$ cat src/rtl/ahb_pkg.sv
// Shared AHB-Lite encodings and bridge state type for the generic-bus AHB master.
package ahb_pkg;

  typedef enum logic [1:0] {
    HTRANS_IDLE   = 2'b00,
    HTRANS_NONSEQ = 2'b10
  } htrans_t;

  typedef enum logic [2:0] {
    HSIZE_BYTE = 3'b000,
    HSIZE_HALF = 3'b001,
    HSIZE_WORD = 3'b010
  } hsize_t;

  localparam logic [2:0] HBURST_SINGLE = 3'b000;
  localparam logic       HRESP_OKAY    = 1'b0;
  localparam logic       HRESP_ERROR   = 1'b1;

  typedef enum logic [1:0] {
    ST_IDLE,
    ST_ADDR,
    ST_DATA,
    ST_ERR
  } bridge_state_t;

endpackage

$ cat src/rtl/gen_bus_size_decode.sv
// Maps a lane-aligned byte_en pattern to AHB HSIZE plus the low address offset.
module gen_bus_size_decode
  import ahb_pkg::*;
(
  input  logic [3:0] byte_en,
  output hsize_t     hsize,
  output logic [1:0] offset,
  output logic       illegal
);

  always_comb begin
    hsize   = HSIZE_WORD;
    offset  = 2'd0;
    illegal = 1'b0;
    case (byte_en)
      4'b1111: begin hsize = HSIZE_WORD; offset = 2'd0; end
      4'b0011: begin hsize = HSIZE_HALF; offset = 2'd0; end
      4'b1100: begin hsize = HSIZE_HALF; offset = 2'd2; end
      4'b0001: begin hsize = HSIZE_BYTE; offset = 2'd0; end
      4'b0010: begin hsize = HSIZE_BYTE; offset = 2'd1; end
      4'b0100: begin hsize = HSIZE_BYTE; offset = 2'd2; end
      4'b1000: begin hsize = HSIZE_BYTE; offset = 2'd3; end
      default: illegal = 1'b1;
    endcase
  end

endmodule

$ cat src/rtl/generic_bus_ahb_master.sv
// Generic-bus to AHB-Lite master bridge: one outstanding, non-pipelined SINGLE transfer.
module generic_bus_ahb_master
  import ahb_pkg::*;
#(
  parameter logic [3:0]  HPROT_VAL      = 4'b0011,
  parameter int unsigned TIMEOUT_CYCLES = 0
) (
  input  logic        CLK,
  input  logic        nRST,
  input  logic        ren,
  input  logic        wen,
  input  logic [3:0]  byte_en,
  input  logic [31:0] addr,
  input  logic [31:0] wdata,
  output logic        busy,
  output logic [31:0] rdata,
  output logic        error,
  output logic [31:0] HADDR,
  output logic [1:0]  HTRANS,
  output logic        HWRITE,
  output logic [2:0]  HSIZE,
  output logic [2:0]  HBURST,
  output logic [3:0]  HPROT,
  output logic [31:0] HWDATA,
  input  logic [31:0] HRDATA,
  input  logic        HREADY,
  input  logic        HRESP
);

  localparam logic [15:0] TO_LIM = 16'(TIMEOUT_CYCLES);
  localparam logic        TO_EN  = (TIMEOUT_CYCLES != 0);

  bridge_state_t state_q, state_d;
  logic [31:0]   addr_q, addr_d;
  logic [31:0]   wdata_q, wdata_d;
  logic          write_q, write_d;
  hsize_t        size_q, size_d;
  logic          illegal_q, illegal_d;
  logic [15:0]   cnt_q, cnt_d;
  logic          done_ok, done_err;

  hsize_t        dec_size;
  logic [1:0]    dec_off;
  logic          dec_illegal;

  gen_bus_size_decode u_size_decode (
    .byte_en (byte_en),
    .hsize   (dec_size),
    .offset  (dec_off),
    .illegal (dec_illegal)
  );

  always_comb begin
    state_d   = state_q;
    addr_d    = addr_q;
    wdata_d   = wdata_q;
    write_d   = write_q;
    size_d    = size_q;
    illegal_d = illegal_q;
    cnt_d     = cnt_q;
    done_ok   = 1'b0;
    done_err  = 1'b0;
    case (state_q)
      ST_IDLE: begin
        if (ren || wen) begin
          addr_d    = {addr[31:2], dec_off};
          wdata_d   = wdata;
          write_d   = wen;
          size_d    = dec_size;
          illegal_d = (ren && wen) || dec_illegal;
          state_d   = illegal_d ? ST_ERR : ST_ADDR;
        end
      end
      ST_ADDR: begin
        if (HREADY) begin
          state_d = ST_DATA;
          cnt_d   = '0;
        end
      end
      ST_DATA: begin
        // A protocol-violating single-cycle ERROR (HREADY high) is still reported as a failure.
        if (HREADY) begin
          done_ok  = (HRESP == HRESP_OKAY);
          done_err = (HRESP == HRESP_ERROR);
          state_d  = ST_IDLE;
        end else if (HRESP == HRESP_ERROR) begin
          state_d = ST_ERR;
        end else if (TO_EN && (cnt_q >= TO_LIM)) begin
          done_err = 1'b1;
          state_d  = ST_IDLE;
        end else if (cnt_q != '1) begin
          cnt_d = cnt_q + 16'd1;
        end
      end
      ST_ERR: begin
        // Locally rejected requests never reached the bus, so they need not wait for HREADY.
        if (illegal_q || HREADY) begin
          done_err = 1'b1;
          state_d  = ST_IDLE;
        end
      end
      default: state_d = ST_IDLE;
    endcase
  end

  always_ff @(posedge CLK or negedge nRST) begin
    if (!nRST) begin
      state_q   <= ST_IDLE;
      addr_q    <= '0;
      wdata_q   <= '0;
      write_q   <= 1'b0;
      size_q    <= HSIZE_WORD;
      illegal_q <= 1'b0;
      cnt_q     <= '0;
    end else begin
      state_q   <= state_d;
      addr_q    <= addr_d;
      wdata_q   <= wdata_d;
      write_q   <= write_d;
      size_q    <= size_d;
      illegal_q <= illegal_d;
      cnt_q     <= cnt_d;
    end
  end

  assign busy   = !(done_ok || done_err);
  assign error  = done_err;
  assign rdata  = (done_ok && !write_q) ? HRDATA : '0;
  assign HTRANS = (state_q == ST_ADDR) ? HTRANS_NONSEQ : HTRANS_IDLE;
  assign HADDR  = addr_q;
  assign HSIZE  = size_q;
  assign HWRITE = write_q;
  assign HWDATA = wdata_q;
  assign HBURST = HBURST_SINGLE;
  assign HPROT  = HPROT_VAL;

endmodule

$ cat config.mk
export PLATFORM = sky130hd
export DESIGN_NAME = generic_bus_ahb_master
export DESIGN_NICKNAME = d
export VERILOG_FILES = /design/src/rtl/ahb_pkg.sv /design/src/rtl/gen_bus_size_decode.sv /design/src/rtl/generic_bus_ahb_master.sv
export SDC_FILE = /design/constraint.sdc
export NUM_CORES = 1
export LEC_CHECK = 0
export CAP_MARGIN = 20
export CORE_MARGIN = 3
export CORE_UTILIZATION = 38
export CTS_CLUSTER_SIZE = 30
export DETAILED_ROUTE_END_ITERATION = 8
export GPL_TIMING_DRIVEN = 0
export PLACE_DENSITY_LB_ADDON = 0.25
export SKIP_LAST_GASP = 1
export SLEW_MARGIN = 20
export SYNTH_ARGS = -nofsm -noshare
export SYNTH_HDL_FRONTEND = slang
export SYNTH_HIERARCHICAL = 1
export SYNTH_SLANG_ARGS = --single-unit
$ cat constraint.sdc
create_clock -name CLK -period 2.75 [get_ports CLK]
set_input_delay 0.4125 -clock CLK [delete_from_list [all_inputs] [get_ports CLK]]
set_output_delay 0.4125 -clock CLK [all_outputs]
set_load 0.005 [all_outputs]
=== Word-level counts from Yosys, hierarchy flattened ===
Index checks and enable logic that the tools add are counted.

* Flip-flop bits (word level): 71
* Input bits: 106
* Output and inout port bits: 111
* Word-level logic and storage cells: 53

* Equal/unequal tests: 14
* Muxes and demuxes: 17
* Bitwise gates (word level): 1
* Reductions and logical operators: 15

{| class="wikitable"
|+ Operators with widths
! operator !! count
|-
| 2-to-1 mux 32 bit || 1
|-
| 2-to-1 mux 2 bit || 7
|-
| == test 4 bit, second input constant || 3
|-
| == test 4 x 2 -> 1 bit, second input constant || 2
|-
| one-hot mux 2 bit (4 select lines) || 1
|-
| OR reduction 7 bit || 1
|-
| != test 2 bit, second input constant || 3
|-
| one-hot mux 2 bit (3 select lines) || 1
|-
| 2-to-1 mux 1 bit || 5
|-
| == test 2 bit, second input constant || 2
|-
| == test 4 x 1 -> 1 bit, second input constant || 1
|-
| == test 4 x 3 -> 1 bit, second input constant || 1
|-
| logical OR 1 bit || 4
|-
| one-hot mux 2 bit (2 select lines) || 1
|-
| AND reduction 4 bit || 1
|-
| OR reduction 2 bit || 2
|-
| OR reduction 4 bit || 1
|-
| != test 3 bit, second input constant || 1
|-
| == test 2 x 1 -> 1 bit, second input constant || 1
|-
| logical AND 1 bit || 2
|-
| zero test 1 bit || 2
|-
| zero test 2 bit || 1
|-
| one-hot mux 1 bit (2 select lines) || 1
|-
| AND reduction 2 bit || 1
|-
| NOT 1 bit || 1
|}

=== Logic depth before layout (Yosys ltp) ===
* Depth after elaboration: 7
* Mapped depth: 7
* Depth with buffers taken out: 6

=== Cells and area by module ===
Netlist, hierarchy kept.

{| class="wikitable"
|+ Modules (own cells, without submodules)
! module !! times used !! cells each !! area each (um^2) !! seq. area each (um^2)
|-
| generic_bus_ahb_master || 1 || 216 || 3089.2 || 1778.0
|-
| gen_bus_size_decode || 1 || 14 || 102.6 || 0.0
|}

=== Worst setup path after synthesis ===
Ideal clock, no wire load.

* Path type: flip-flop to output port
* From: reg state_q[0]
* To: out rdata[10]
* Arrival time: 1232 ps
* Required time: 2338 ps
* Setup slack: 1105 ps
* Stages on the path, launching flop included: 5
* Cells stage by stage: dfrtp_1 > buf_6 > nor4_2 > clkbuf_1 > and2_1

* Longest elaborated chain between the ends: 4

{| class="wikitable"
|+ RTL lines
! item !! RTL line !! source
|-
| from (decl) || generic_bus_ahb_master.sv:33 || <nowiki>bridge_state_t state_q, state_d;</nowiki>
|-
| from (signal assigned) || generic_bus_ahb_master.sv:116 || <nowiki>state_q <= state_d;</nowiki>
|-
| == test 2 bit || - ||
|-
| 2-to-1 mux 1 bit || generic_bus_ahb_master.sv:63 || <nowiki>case (state_q)</nowiki>
|-
| logical AND 1 bit || generic_bus_ahb_master.sv:128 || <nowiki>assign rdata = (done_ok && !write_q) ? HRDATA : '0;</nowiki>
|-
| 2-to-1 mux 32 bit || generic_bus_ahb_master.sv:128 ||
|-
| to (decl) || generic_bus_ahb_master.sv:16 || <nowiki>output logic [31:0] rdata,</nowiki>
|}

No other way between the ends.

=== Worst setup path after layout ===
* From: reg state_q[1]
* To: out rdata[27]

Same word-level chain as after synthesis.

==> key figures <==
Clock network
  • Clk sinks: 71
  • TritonCTS Buffers: 9
  • Clock-pin slew on the worst setup and hold paths: 0.07 ns
  • H-tree Lvls: 3
  • Post-CTS setup buffer count: 0
  • Clk_lat worst skew: 0.33 ns
  • Maximum root-to-sink buffer count: 2
  • Root Buffer: clkbuf_8
  • TritonCTS clock tree: built

Synth
  • Yosys synthesis warning count: 6
  • Synth Cell Area: 3192 um2
  • Ranking of synthesized cells by area: dfrtp_1 55%, mux2_2 21%, and2_1 6.3%, buf_4 3.8%, mux2_4 3.8%
  • Yosys reg bits: 71
  • Mapped Cells: 230
  • Share of the yosys chip area belonging to registers: 0.5570
  • Synth Flop Type: dfrtp_1
  • Unique masters post-synth: 35
  • Cell taking the most area after synthesis: dfrtp_1
  • EDFF count, synth: 0
  • FFs w/ async S/R, synth: 1.000
  • Post-synth top area share: 0.5488
  • Avg Cell Area, Syn: 13.88 um2

Cells and area
  • # diodes: 0
  • Post-layout util: 0.7128
  • Layout cell share with drive strength beyond 1: 0.2462
  • Final Cell Area: 5650 um2
  • Commonest cells after routing, fill and taps aside: 203 x clkdlybuf4s50_1, 70 x dfrtp_1, 59 x mux2_2, 32 x and2_1, 20 x buf_4
  • Layout area overhead: 77.03%
  • NumNets Final: 560
  • Layout fillers: 574
  • Most common cell after layout, fill and taps aside: clkdlybuf4s50_1

GRT
  • Initial antenna violation count: 0
  • First-pass GRT wire length: 14500 um
  • Routing usage on met1: 0.2003
  • Overflow left after global routing: 0
  • Global Route met2 Usage: 0.3516
  • GRT Resource Usage Total: 0.1932
  • Global route hottest layer: met2
  • Vias in the first global route: 2826
  • Routing usage on met3: 0.08399
  • Largest net degree at the start of global routing: 48

Power
  • Combinational power share: 0.494
  • Leakage dissipation: 2.365 nW
  • Sw Ratio: 0.2783
  • Clock share of power: 0.157
  • P per Cell Area: 946.2 nW/um2
  • Switching power: 0.001488 W
  • VDD IR max: 697.5 uV
  • Flop pwr share: 0.349
  • Internal power: 0.003859 W

Setup path
  • Worst Setup End Kind: output pin
  • Crit path DAT: 2.17 ns
  • Setup crit start kind: register
  • WS Path Type: register to output pin
  • Worst-path maximum fanout: 10
  • WP data required: 2.34 ns
  • Worst R2R Path Depth: 7

STA
  • Fmax: 386.9 MHz
  • Max-slew violation count: 0
  • Setup violators final: 0
  • Final TNS setup: 0 ns
  • Final Hold Viols: 0
  • Fin crit share: 0.9400
  • Final Critical Period: 2.585 ns
  • Worst clock skew: 0.008801 ns

Route
  • Final wirelength: 9012 um
  • Drt pass-1 iters: 4
  • Via density: 4.631
  • Routed Antenna Nets: 0
  • Wire per inst: 16.06 um
  • Via count: 2598
  • DRC: 0
  • Iter 0 DRT Violations: 42

Floorplanning
  • IO Pins: 217
  • Chip Width: 97.65 um
  • CORE AREA: 7928 um2
  • Initial Util: 0.4026
  • FP Rows: 32
  • Die height: 97.65 um
  • DIE AREA: 9536 um2

Place
  • Post-DP Area: 5419 um2
  • Detailed Place HPWL: 7262 um
  • PortBufs: 205
  • GPL Wtd Cong: 0.9052

Outcome
  • Status: completed

Worst hold path
  • Hold path depth: 2
  • Hold Path Class: primary input to register

Run
  • MaxCap Viol Count: 0
==> what timing repair did <==
item | CTS | global route
endpoints found under the hold margin | 24 | 0
pin swaps | 0 | 1
hold buffers | 1 | 0
setup endpoints to repair | 30 | 30
gates resized for setup | 4 | 7
==> path summary, 6_finish.rpt <==
kind	startpoint	to	slack, ns
worst min-delay path	HREADY	state_q[0]$_DFFE_PN0P_	0.44
worst max-delay path	state_q[1]$_DFFE_PN0P_	rdata[27]	0.17
worst min register to register	HWDATA[7]$_DFFE_PN0P_	HWDATA[7]$_DFFE_PN0P_	0.51
min in group asynchronous	nRST	HADDR[14]$_DFFE_PN0P_	0.53
worst max register to register	state_q[0]$_DFFE_PN0P_	HADDR[5]$_DFFE_PN0P_	1.10
max in group asynchronous	nRST	HSIZE[1]$_DFFE_PN1P_	1.64
==> synth_stat cells, types with 2 or more instances <==
master     n
nor2_1     2
mux2_4     8
nor3_1     2
buf_4     16
mux2_2    59
and2_1    32
o21ai_0    2
nand2_1    5
a21oi_1    2
o21a_1     2
buf_6      3
conb_1     3
clkbuf_1   3
dfrtp_1   70
==> critical path: stages, from the launching register on <==
cell and delay, ns:
dfrtp_1 0.32, buf_4 0.16, nand2_1 0.10, nor4_4 0.38
buf_4 0.21, and2_1 0.13, clkdlybuf4s50_1 0.54
==> registers in the layout (all words and copies together), names as in the netlist <==
name and cells:
state_q 2, HWDATA 32, HADDR 32, illegal_q 1, HWRITE 1, HSIZE 3
==> layout make-up <==
class / count / area [um2] / area share
repair buffers: 207 / 2090 / 0.3698
clock buffers: 11 / 141.4 / 0.02502
multi-input cells: 141 / 1261 / 0.2232
clock inverters: 5 / 57.56 / 0.01019
flip-flops and latches: 71 / 1778 / 0.3147
well taps: 102 / 127.6 / 0.02259
plain buffers: 23 / 191.4 / 0.03388
inverters: 1 / 3.754 / 0.0006643
==> stage by stage <==
stage                     std cells  setup WS (ns)  power (W)  hold slack [ns]
after floorplan                 236          1.105   0.003010           0.1169
after global placement          543         -1.167   0.004470           0.4890
after global routing            561       -0.01279   0.005699           0.4660
final                           561         0.1651   0.005347           0.4381
after detailed placement        544        -0.1655   0.004549           0.3461
after CTS                       561      -0.006992   0.005425           0.5128
==> logic make-up after synthesis <==
kind of cell / Yosys count / share of synthesized area
muxes: 68 / 0.2489
buffers and inverters: 24 / 0.05762
DFF: 71 / 0.5570
and+or+nand+nor: 48 / 0.09486
other: 3 / 0.003528
AOI/OAI and AO/OA: 14 / 0.03214
adders and majority gates: 1 / 0.003136
xor gates and xnor gates: 1 / 0.002745
==> layer usage <==
layer / wire [um] / vias to the layer above / share of wire
met5: 0 / - / 0
met4: 108 / 0 / 0.012
met3: 1001 / 9 / 0.11
met2: 4716 / 143 / 0.52
met1: 3185 / 1238 / 0.35
li1: - / 1208 / -
==> power groups by stage <==
stage	Combinational (W)	Sequential (W)	Clock (W)
2_1_floorplan	0.00111	0.00190	0
3_5_place_dp	0.00266	0.00189	0
3_3_place_gp	0.00262	0.00185	0
5_1_grt	0.00285	0.00195	0.000903
4_1_cts	0.00269	0.00187	0.000861
6_report	0.00264	0.00186	0.000841
No activity file was read; power rests on OpenSTA's default activity.
